File: src/rtl/axi4lite_req_arbiter.sv
// Two-requester round-robin front end for an AXI4-Lite master: one command in flight,
// per-command timeout that answers with SLVERR when the master never completes.
module axi4lite_req_arbiter #(
    parameter int ADDRWIDTH = 32,
    parameter int DATAWIDTH = 32,
    parameter int TIMEOUT   = 16
) (
    input  logic                 ACLK,
    input  logic                 ARESET,
    input  logic                 req0_valid,
    input  logic                 req0_write,
    input  logic [ADDRWIDTH-1:0] req0_addr,
    input  logic [DATAWIDTH-1:0] req0_wdata,
    output logic                 req0_ready,
    input  logic                 req1_valid,
    input  logic                 req1_write,
    input  logic [ADDRWIDTH-1:0] req1_addr,
    input  logic [DATAWIDTH-1:0] req1_wdata,
    output logic                 req1_ready,
    output logic                 rsp0_valid,
    output logic                 rsp1_valid,
    output logic [DATAWIDTH-1:0] rsp_rdata,
    output logic [1:0]           rsp_resp,
    output logic                 mst_rd_en,
    output logic                 mst_wr_en,
    output logic [ADDRWIDTH-1:0] mst_raddr,
    output logic [ADDRWIDTH-1:0] mst_waddr,
    output logic [DATAWIDTH-1:0] mst_wdata,
    input  logic                 mst_rd_done,
    input  logic                 mst_wr_done,
    input  logic [DATAWIDTH-1:0] mst_rdata,
    input  logic [1:0]           mst_resp
);
    typedef enum logic [1:0] {IDLE, ISSUE, WAIT, RESP} state_t;
    localparam logic [7:0] WAIT_LAST = 8'(TIMEOUT - 1);
    localparam logic [1:0] SLVERR    = 2'b10;

    state_t                 state;
    logic                   last_gnt;
    logic                   cur_id;
    logic                   cur_write;
    logic [7:0]             wait_cnt;
    logic                   grant0;
    logic                   grant1;
    logic                   done_match;
    logic                   sel_write;
    logic [ADDRWIDTH-1:0]   sel_addr;
    logic [DATAWIDTH-1:0]   sel_wdata;

    // last_gnt = 1 means req1 was served last, so req0 now has priority
    always_comb begin
        grant0     = req0_valid && (!req1_valid || last_gnt);
        grant1     = req1_valid && !grant0;
        sel_write  = grant1 ? req1_write : req0_write;
        sel_addr   = grant1 ? req1_addr  : req0_addr;
        sel_wdata  = grant1 ? req1_wdata : req0_wdata;
        done_match = cur_write ? mst_wr_done : mst_rd_done;
    end

    assign req0_ready = !ARESET && (state == IDLE) && grant0;
    assign req1_ready = !ARESET && (state == IDLE) && grant1;

    always_ff @(posedge ACLK or posedge ARESET) begin
        if (ARESET) begin
            state      <= IDLE;
            last_gnt   <= 1'b1;
            cur_id     <= 1'b0;
            cur_write  <= 1'b0;
            wait_cnt   <= 8'd0;
            mst_rd_en  <= 1'b0;
            mst_wr_en  <= 1'b0;
            mst_raddr  <= '0;
            mst_waddr  <= '0;
            mst_wdata  <= '0;
            rsp0_valid <= 1'b0;
            rsp1_valid <= 1'b0;
            rsp_rdata  <= '0;
            rsp_resp   <= 2'b00;
        end else begin
            case (state)
                IDLE: begin
                    if (grant0 || grant1) begin
                        cur_id    <= grant1;
                        cur_write <= sel_write;
                        if (sel_write) begin
                            mst_wr_en <= 1'b1;
                            mst_waddr <= sel_addr;
                            mst_wdata <= sel_wdata;
                        end else begin
                            mst_rd_en <= 1'b1;
                            mst_raddr <= sel_addr;
                        end
                        state <= ISSUE;
                    end
                end
                ISSUE: begin
                    mst_rd_en <= 1'b0;
                    mst_wr_en <= 1'b0;
                    wait_cnt  <= 8'd0;
                    state     <= WAIT;
                end
                WAIT: begin
                    // a matching done in the final wait cycle wins over the timeout
                    if (done_match) begin
                        rsp_resp   <= mst_resp;
                        rsp_rdata  <= cur_write ? '0 : mst_rdata;
                        rsp0_valid <= !cur_id;
                        rsp1_valid <= cur_id;
                        state      <= RESP;
                    end else if (wait_cnt == WAIT_LAST) begin
                        rsp_resp   <= SLVERR;
                        rsp_rdata  <= '0;
                        rsp0_valid <= !cur_id;
                        rsp1_valid <= cur_id;
                        state      <= RESP;
                    end else begin
                        wait_cnt <= wait_cnt + 8'd1;
                    end
                end
                RESP: begin
                    rsp0_valid <= 1'b0;
                    rsp1_valid <= 1'b0;
                    last_gnt   <= cur_id;
                    state      <= IDLE;
                end
                default: state <= IDLE;
            endcase
        end
    end
endmodule

File: config.mk
export PLATFORM = sky130hd
export DESIGN_NAME = axi4lite_req_arbiter
export DESIGN_NICKNAME = d
export VERILOG_FILES = /design/src/rtl/axi4lite_req_arbiter.sv
export SDC_FILE = /design/constraint.sdc
export NUM_CORES = 1
export LEC_CHECK = 0
export CAP_MARGIN = 20
export CORE_AREA = 2 2 137 139
export DETAILED_ROUTE_END_ITERATION = 16
export DIE_AREA = 0 0 139 141
export PLACE_DENSITY = 0.86
export SLEW_MARGIN = 15
export SYNTH_ARGS = -nofsm -noshare
export SYNTH_HDL_FRONTEND = slang
export SYNTH_SLANG_ARGS = --single-unit
File: constraint.sdc
create_clock -name ACLK -period 6 [get_ports ACLK]
set_input_delay 1.2 -clock ACLK [delete_from_list [all_inputs] [get_ports ACLK]]
set_output_delay 1.2 -clock ACLK [all_outputs]
set_load 0.01 [all_outputs]
### Word-level counts from Yosys, hierarchy flattened

Index checks and enable logic that the tools add are counted.

* input port bits: 170
* flip-flop bits (word level): 147
* output and inout port bits: 136
* word-level logic and storage cells: 79

* mux-type cells: 28
* bitwise gates (word level): 1
* reduce and logical (&&, ||, !) cells: 25
* equal/unequal tests: 10
* $add $sub $neg: 1

Operators with widths (number)
* 2-to-1 mux 32 bit: 5
* 2-to-1 mux 8 bit: 2
* one-hot mux 8 bit (2 select lines): 1
* AND reduction 3 bit: 5
* 2-to-1 mux 1 bit: 10
* 2-to-1 mux 2 bit: 5
* adder 8 x 1 -> 8 bit (second input constant): 1
* equality test 8 x 4 -> 1 bit (second input constant): 1
* inequality test 2 bit (second input constant): 4
* one-hot mux 1 bit (2 select lines): 4
* one-hot mux 2 bit (4 select lines): 1
* AND reduction 2 bit: 4
* nonzero test 2 bit: 4
* logical AND 1 bit: 5
* equality test 2 bit (second input constant): 2
* logical NOT 1 bit: 4
* inequality test 3 bit (second input constant): 1
* equality test 2 x 1 -> 1 bit (second input constant): 1
* logical NOT 2 bit: 1
* logical OR 1 bit: 2
* inequality test 2 x 1 -> 1 bit (second input constant): 1
* inverter 1 bit: 1

### Longest topological paths before layout

* depth after elaboration: 9
* mapped depth: 7
* depth with buffers taken out: 6

### Worst setup path after synthesis

No wires, ideal clock.

* kind: in2out
* start: input ARESET
* end: output req0_ready
* arrival: 4.887 ns
* cell stages on the path: 3
* slack: -0.087 ns
* cell sequence: inv_1 -> nand2_1 -> nor3_1

* word-level cells in the longest chain between the ends: 3

RTL lines
* from (decl): line 9 `input logic ARESET,`
* logical NOT 1 bit (no source line)
* logical AND 1 bit (2 in a row): line 60 `assign req0_ready = !ARESET && (state == IDLE) && grant0;`
* to (decl): line 14 `output logic req0_ready,`

Every way passes these cells.

### Worst setup path after layout

* start: input req0_valid
* end: output req0_ready

* word-level cells in the longest chain between the ends: 2

RTL lines
* from (decl): line 10 `input logic req0_valid,`
* logical AND 1 bit: line 52 `grant0 = req0_valid && (!req1_valid || last_gnt);`
* logical AND 1 bit: line 60

Every way passes these cells.

==> impl_metrics.json <==
{
  "outcome": "completed",
  "syn_to_final_growth_pct": 57.2,
  "crit_type": "in -> out",
  "path_cells": "clkdlybuf4s50_1 -> inv_2 -> nor3_1 -> clkdlybuf4s50_1",
  "top_usage_layer": "met2",
  "leakage_nw": 5.11,
  "tightest_slew_ns": 0.925,
  "placed_area_um2": 10000,
  "setup_viol": 0,
  "numCtsBuffers": 17,
  "fin_crit_ns": 3.92,
  "syn_area_per_cell_um2": 10.9,
  "insertion_delay_ns": 0.42,
  "synth_top_family_by_area": "multiplexers",
  "synth.distinct_cells": 45,
  "drt_pre_antenna_iters": 5,
  "syn_nets": 795,
  "r2r_start": "last_gnt",
  "routed-via-count": 5666,
  "core_area_um2": 18300,
  "io_buffers": 305,
  "drt-initial-drc-count": 251,
  "post-place-cells": 1130,
  "fmax_ghz": 0.255,
  "clockBufferDepth": 2,
  "critical_path.top_delay_family": "buffers and inverters",
  "peakVddDrop_mv": 0.229,
  "whs_ns": 0.477,
  "synth-xor-area-share": 0.00130,
  "maxCapViolCount": 0,
  "use_met1": 0.228,
  "hpwl_um": 14000,
  "drcViolationCount": 0,
  "fillers": 1513,
  "wl_um": 19300,
  "finalSetupTns_ns": 0,
  "rsz0062_at_grt": "false",
  "antenna_found_initial": 0,
  "drt-wirelength-per-cell_um": 16.6,
  "rows": 50,
  "cpMostUsedCell": "clkdlybuf4s50_1",
  "grt_max_degree": 148,
  "min_delay_path_depth": 1,
  "startpoint_type": "input pin",
  "r2r-end": "mst_raddr[29]",
  "hold_path_end": "rsp_rdata[6]",
  "pwr-share-clk": 0.224,
  "synthFlopType": "dfrtp_1",
  "cp.buffers_inverters": 3,
  "synth_largest_type_area_fraction": 0.541,
  "cpPeakStageDelay_ns": 0.64,
  "numClockSinks": 147,
  "cts_tree": "yes",
  "yosysSeqAreaShare": 0.545,
  "fin_cells": 1162,
  "clock-root-buffer": "clkbuf_16",
  "yosysTopAreaCell": "dfrtp_1",
  "final_cell_mix": "305 x clkdlybuf4s50_1, 204 x nand2_1, 146 x dfrtp_1",
  "syn_area_um2": 6750,
  "cellPowerDensity_nw_per_um2": 465,
  "ctsResizeCount": 0,
  "total_power_mw": 4.93,
  "finalHoldViolations": 0,
  "num-nets-final": 1091,
  "finalClockSkew_ns": 0.00868,
  "multi_input_area_um2": 2880,
  "register_area_um2": 3680,
  "drtAntennaViolNets": 0,
  "relSlewSlack": 0.383,
  "sw_frac_of_total": 0.334,
  "required_ns": 4.80,
  "fin_crit_sh": 0.653,
  "seq_power_share": 0.343,
  "synthTopCellsByArea": "dfrtp_1 54%, mux2_1 15%, nand2_1 11%",
  "grt_use_met2": 0.341,
  "die_width_um": 139,
  "worstPathMaxFanout": 6,
  "die_area_um2": 19600,
  "synth_edf_count": 0,
  "yosysWarnings": 0,
  "via_per_inst": 4.88,
  "yosys.area_share.simple": 0.167,
  "layout_commonest_cell": "clkdlybuf4s50_1",
  "grt_pass1_vias": 5946,
  "cts_setup_buffers": 0,
  "grt_first_pass_wirelength_um": 30900,
  "h-tree-depth": 4,
  "hold_class": "reg -> reg",
  "final_max_slew_viol_count": 0,
  "grt_usage": 0.198,
  "die_h_um": 141,
  "initial_core_util": 0.369,
  "cts.clk_slew.worst_paths_ns": 0.07,
  "ys_ff_latch": 147,
  "synthMuxAreaShare": 0.175,
  "crit_path_end_kind": "primary output",
  "yosys.area_share.adder": 0.0111,
  "slowest_stage": "clkdlybuf4s50_1",
  "synth_compound_area_frac": 0.0695,
  "ff2ff_path_depth": 6,
  "use_met3": 0.0737,
  "place_congestion": 0.846,
  "internal_power_mw": 3.28,
  "syn_inst": 619,
  "p_switching_mw": 1.65,
  "holdCritStartpoint": "rsp_rdata[6]",
  "gr-total-overflow": 0,
  "drive_above_1_share": 0.0690,
  "synthArstFlopShare": 1.00,
  "power_frac_comb": 0.433,
  "cts_hold_buffers": 0,
  "io_pins": 306,
  "reg2reg_slack_ns": 3.44,
  "worstPathArrival_ns": 2.72,
  "num_antenna_cells": 0,
  "fin_area_um2": 10600
}
worst register-to-register path: stages, from the launching register on:
cell and delay [ns]:
dfstp_2 0.60, a21bo_2 0.16, buf_4 0.52, o32ai_2 0.24, nand2_1 0.14, buf_4 0.39, mux2_2 0.41
stage by stage:
stage / util / worst slack, ns
after floorplan: - / 1.10
after global placement: 0.547 / 2.07
after detailed placement: 0.547 / 2.06
after CTS: 0.581 / 2.07
after global routing: 0.581 / 1.99
final: 0.581 / 2.08
registers in the layout, indices dropped and copies added (netlist names), 2 cells and up:
name and flops:
state 2, rsp_rdata 32, wait_cnt 8, mst_wdata 32, rsp_resp 2, mst_raddr 32
mst_waddr 32
cell usage after synthesis (all sizes together), types with 2 or more instances:
library cell and instances:
nand2 205, dfrtp 146, mux2 100, a21o 33, and3 33, buf 20
clkbuf 15, inv 7, o21ai 7, ha 6, nand3 6, mux2i 4
nor2 4, nor2b 4, a21boi 3, a22o 3, nor3 3, nand2b 2
o31ai 2, or4 2
final cells by class:
type                       count  area share
clock buffer                  17      0.0401
clock inverter                15      0.0176
inverter                       7     0.00283
multi-input combinational    430       0.271
sequential                   147       0.347
tap                          234      0.0276
timing repair buffer         312       0.294
power by group through the flow:
stage	sequential, mW	combinational [mW]	clock, mW
final	1.69	2.13	1.11
after global routing	1.75	2.30	1.17
after CTS	1.70	2.17	1.13
after detailed placement	1.71	2.15	0
after global placement	1.69	2.11	0
after floorplan	1.87	0.776	0
logic make-up after synthesis:
kind of cell | count (synthesis)
AND/OR/NAND/NOR | 262
flip-flops | 147
multiplexers | 104
AO/OA/AOI/OAI | 57
buffers and inverters | 42
adder cells (fa/ha/maj) | 6
XOR/XNOR | 1
metal layers:
metal / wire length (um) / vias up / part of all wire
met5: 0 / - / 0
met4: 487 / 0 / 0.025
met3: 1450 / 39 / 0.075
met2: 9700 / 201 / 0.50
met1: 7640 / 2749 / 0.40
li1: - / 2677 / -
worst max-delay path by stage:
stage	startpoint	to	slack, ns	cells past startpoint
3_3_place_gp	ARESET	req0_ready	2.07	5
6_report	req0_valid	req0_ready	2.08	4
4_1_cts	req0_valid	req0_ready	2.07	4
3_5_place_dp	req0_valid	mst_raddr[30]	2.06	7
5_1_grt	req0_valid	req0_ready	1.99	4
2_1_floorplan	ARESET	req0_ready	1.10	3
Power figures use the tool's default switching activity.
==> RTL change: new RTL, same flow settings <==
The 4 states of `state_t` get a Gray code encoding in 2 bits.
--- a/src/rtl/axi4lite_req_arbiter.sv
+++ b/src/rtl/axi4lite_req_arbiter.sv
@@ -32,5 +32,5 @@
     input  logic [1:0]           mst_resp
 );
-    typedef enum logic [1:0] {IDLE, ISSUE, WAIT, RESP} state_t;
+    typedef enum logic [1:0] {IDLE = 2'b00, ISSUE = 2'b01, WAIT = 2'b11, RESP = 2'b10} state_t;
     localparam logic [7:0] WAIT_LAST = 8'(TIMEOUT - 1);
     localparam logic [1:0] SLVERR    = 2'b10;
Function: same outputs for any inputs over 4 cycles, from zero or initial values and one cycle with ARESET high; so few cycles prove little.
==> RTL change against the unedited design <==
- synthesized cell count is 17% lower
- sequential cell count stayed put
- wire length is 4.8% lower
- final cell count is 8.7% lower
- setup slack worse by 0.28 ns
- via count is 8.6% lower
- final area is 1.4% lower
- power hardly changed
- synthesized area is 2.5% lower
- clock skew hardly changed
==> RTL change: results (changes against the unedited design) <==
[worst_setup_path]
reg2reg_slack_ns=3.26  ; -0.18 ns
arrival_ns=3.00  ; +0.28 ns
cp_max_fo=25  ; +19
crit_end=req1_ready
reg2reg_to=mst_wdata[31]
reg2reg_depth=5  ; -1
critPathLaunch=ARESET
r2r_start=state[0]

[power]
power.leakage_uw=0.004442  ; -13%
ir_drop_v=0.0002450  ; +7.0%

[placement]
numPortBuffers=305  ; unchanged
dpl_cell_area_um2=9829  ; -1.7%
gp_congestion=0.7539  ; -11%
dpl.hpwl_um=13500  ; -3.6%
dp.cells=1029  ; -8.9%
dpl_worst_slack_ns=1.743  ; -0.3189 ns

[detailed_routing]
drt-met1-wl_um=7367  ; -3.6%
vias=5178  ; -8.6%
first_iter_violations=230  ; -8.4%
wl_met3_um=1104  ; -24%
wl_um=18350  ; -4.8%
dr_wl_met2_um=9454  ; -2.5%
dr.pass1.iters=4  ; -1

[synth]
yosys.area_share.xor_xnor=0  ; -0.001298
yosys-mux-area-fraction=0.2788  ; +0.1042
synth_compound_area_frac=0.05763  ; -0.01190
synth_common_cells=146 x dfrtp_1, 100 x mux2_2, 60 x mux2_1
ys_types=37  ; -18%
synth-async-reset-ratio=1.000  ; unchanged
synth_nets=687  ; -14%
synth_warnings=0  ; unchanged
synth_fa_ha_area_frac=0.001902  ; -0.009222
ys_top_cells_by_area=dfrtp_1 56%, mux2_2 17%, mux2_1 10%
syn_avg_cell_area_um2=12.75  ; +17%
seq_area_frac_synth=0.5593  ; +0.01410

[global_route]
grt_max_degree=66  ; -55%
grtUsageTotal=0.1882  ; -0.01024
grt_pass1_wl_um=29210  ; -5.6%
grt_pass1_vias=5335  ; -10%

[timing]
setup_ws_ns=1.801  ; -0.2798 ns
tightest_slew_ns=0.8579  ; -0.06702 ns
hold_slack_ns=0.4834  ; +0.006765 ns
finClkSkew_ns=0.008399  ; -0.0002771 ns

[final_layout]
num-nets-final=985  ; -9.7%
drive_gt1_frac=0.1778  ; +0.1088
fin_cells=1061  ; -8.7%

[min_path]
hold_depth=1  ; unchanged

[outcome]
status=finished clean

RTL change: changes by cell type after synthesis, sizes merged, moves of 5 or more:
cell / before / now
a21o: 33 / 0
a21oi: 1 / 6
and3: 33 / 4
buf: 20 / 15
ha: 6 / 1
mux2: 100 / 160
nand2: 205 / 42
nand3: 6 / 37
o21ai: 7 / 41
RTL change: logic make-up (layout without fill, tap and decap cells):
| family | Yosys count | in the layout |
|---|---|---|
| buf+inv | 39 | 350 |
| simple gates | 104 | 104 |
| fa+ha+maj | 1 | 1 |
| compound gates | 63 | 63 |
| flops | 147 | 147 |
| mux | 162 | 162 |
RTL change: worst min-delay path by stage:
stage / startpoint / endpoint
global placement: mst_waddr[22] / mst_waddr[22]
finish: wait_cnt[7] / wait_cnt[7]
floorplan: wait_cnt[7] / wait_cnt[7]
CTS: wait_cnt[7] / wait_cnt[7]
global route: mst_waddr[6] / mst_waddr[6]
detailed placement: wait_cnt[7] / wait_cnt[7]
RTL change: cell type report:
class,instances,area [um2]
multi-input combinational,330,2724
inverter,5,22.52
sequential,147,3680
tap,234,292.8
fill,1498,7809
clock inverter,12,180.2
clock buffer,20,446.7
timing repair buffer,313,3113
RTL change: report_power, final:
| group | switching [uW] | total, uW | internal (uW) |
|---|---|---|---|
| registers | 268 | 1720 | 1450 |
| logic | 893 | 2090 | 1200 |
| clock network | 415 | 1120 | 709 |
RTL change: critical path, stage by stage:
cell and delay [ns]:
clkdlybuf4s50_1 0.50, clkinvlp_4 0.44, and3_1 0.32, clkdlybuf4s50_1 0.53
RTL change: routing by layer:
metal | global-route usage | vias to the layer above
met4 | 0.07230 | 0
met3 | 0.05740 | 30
met1 | 0.2232 | 2540
li1 | - | 2441
met5 | 0 | -
met2 | 0.3225 | 167
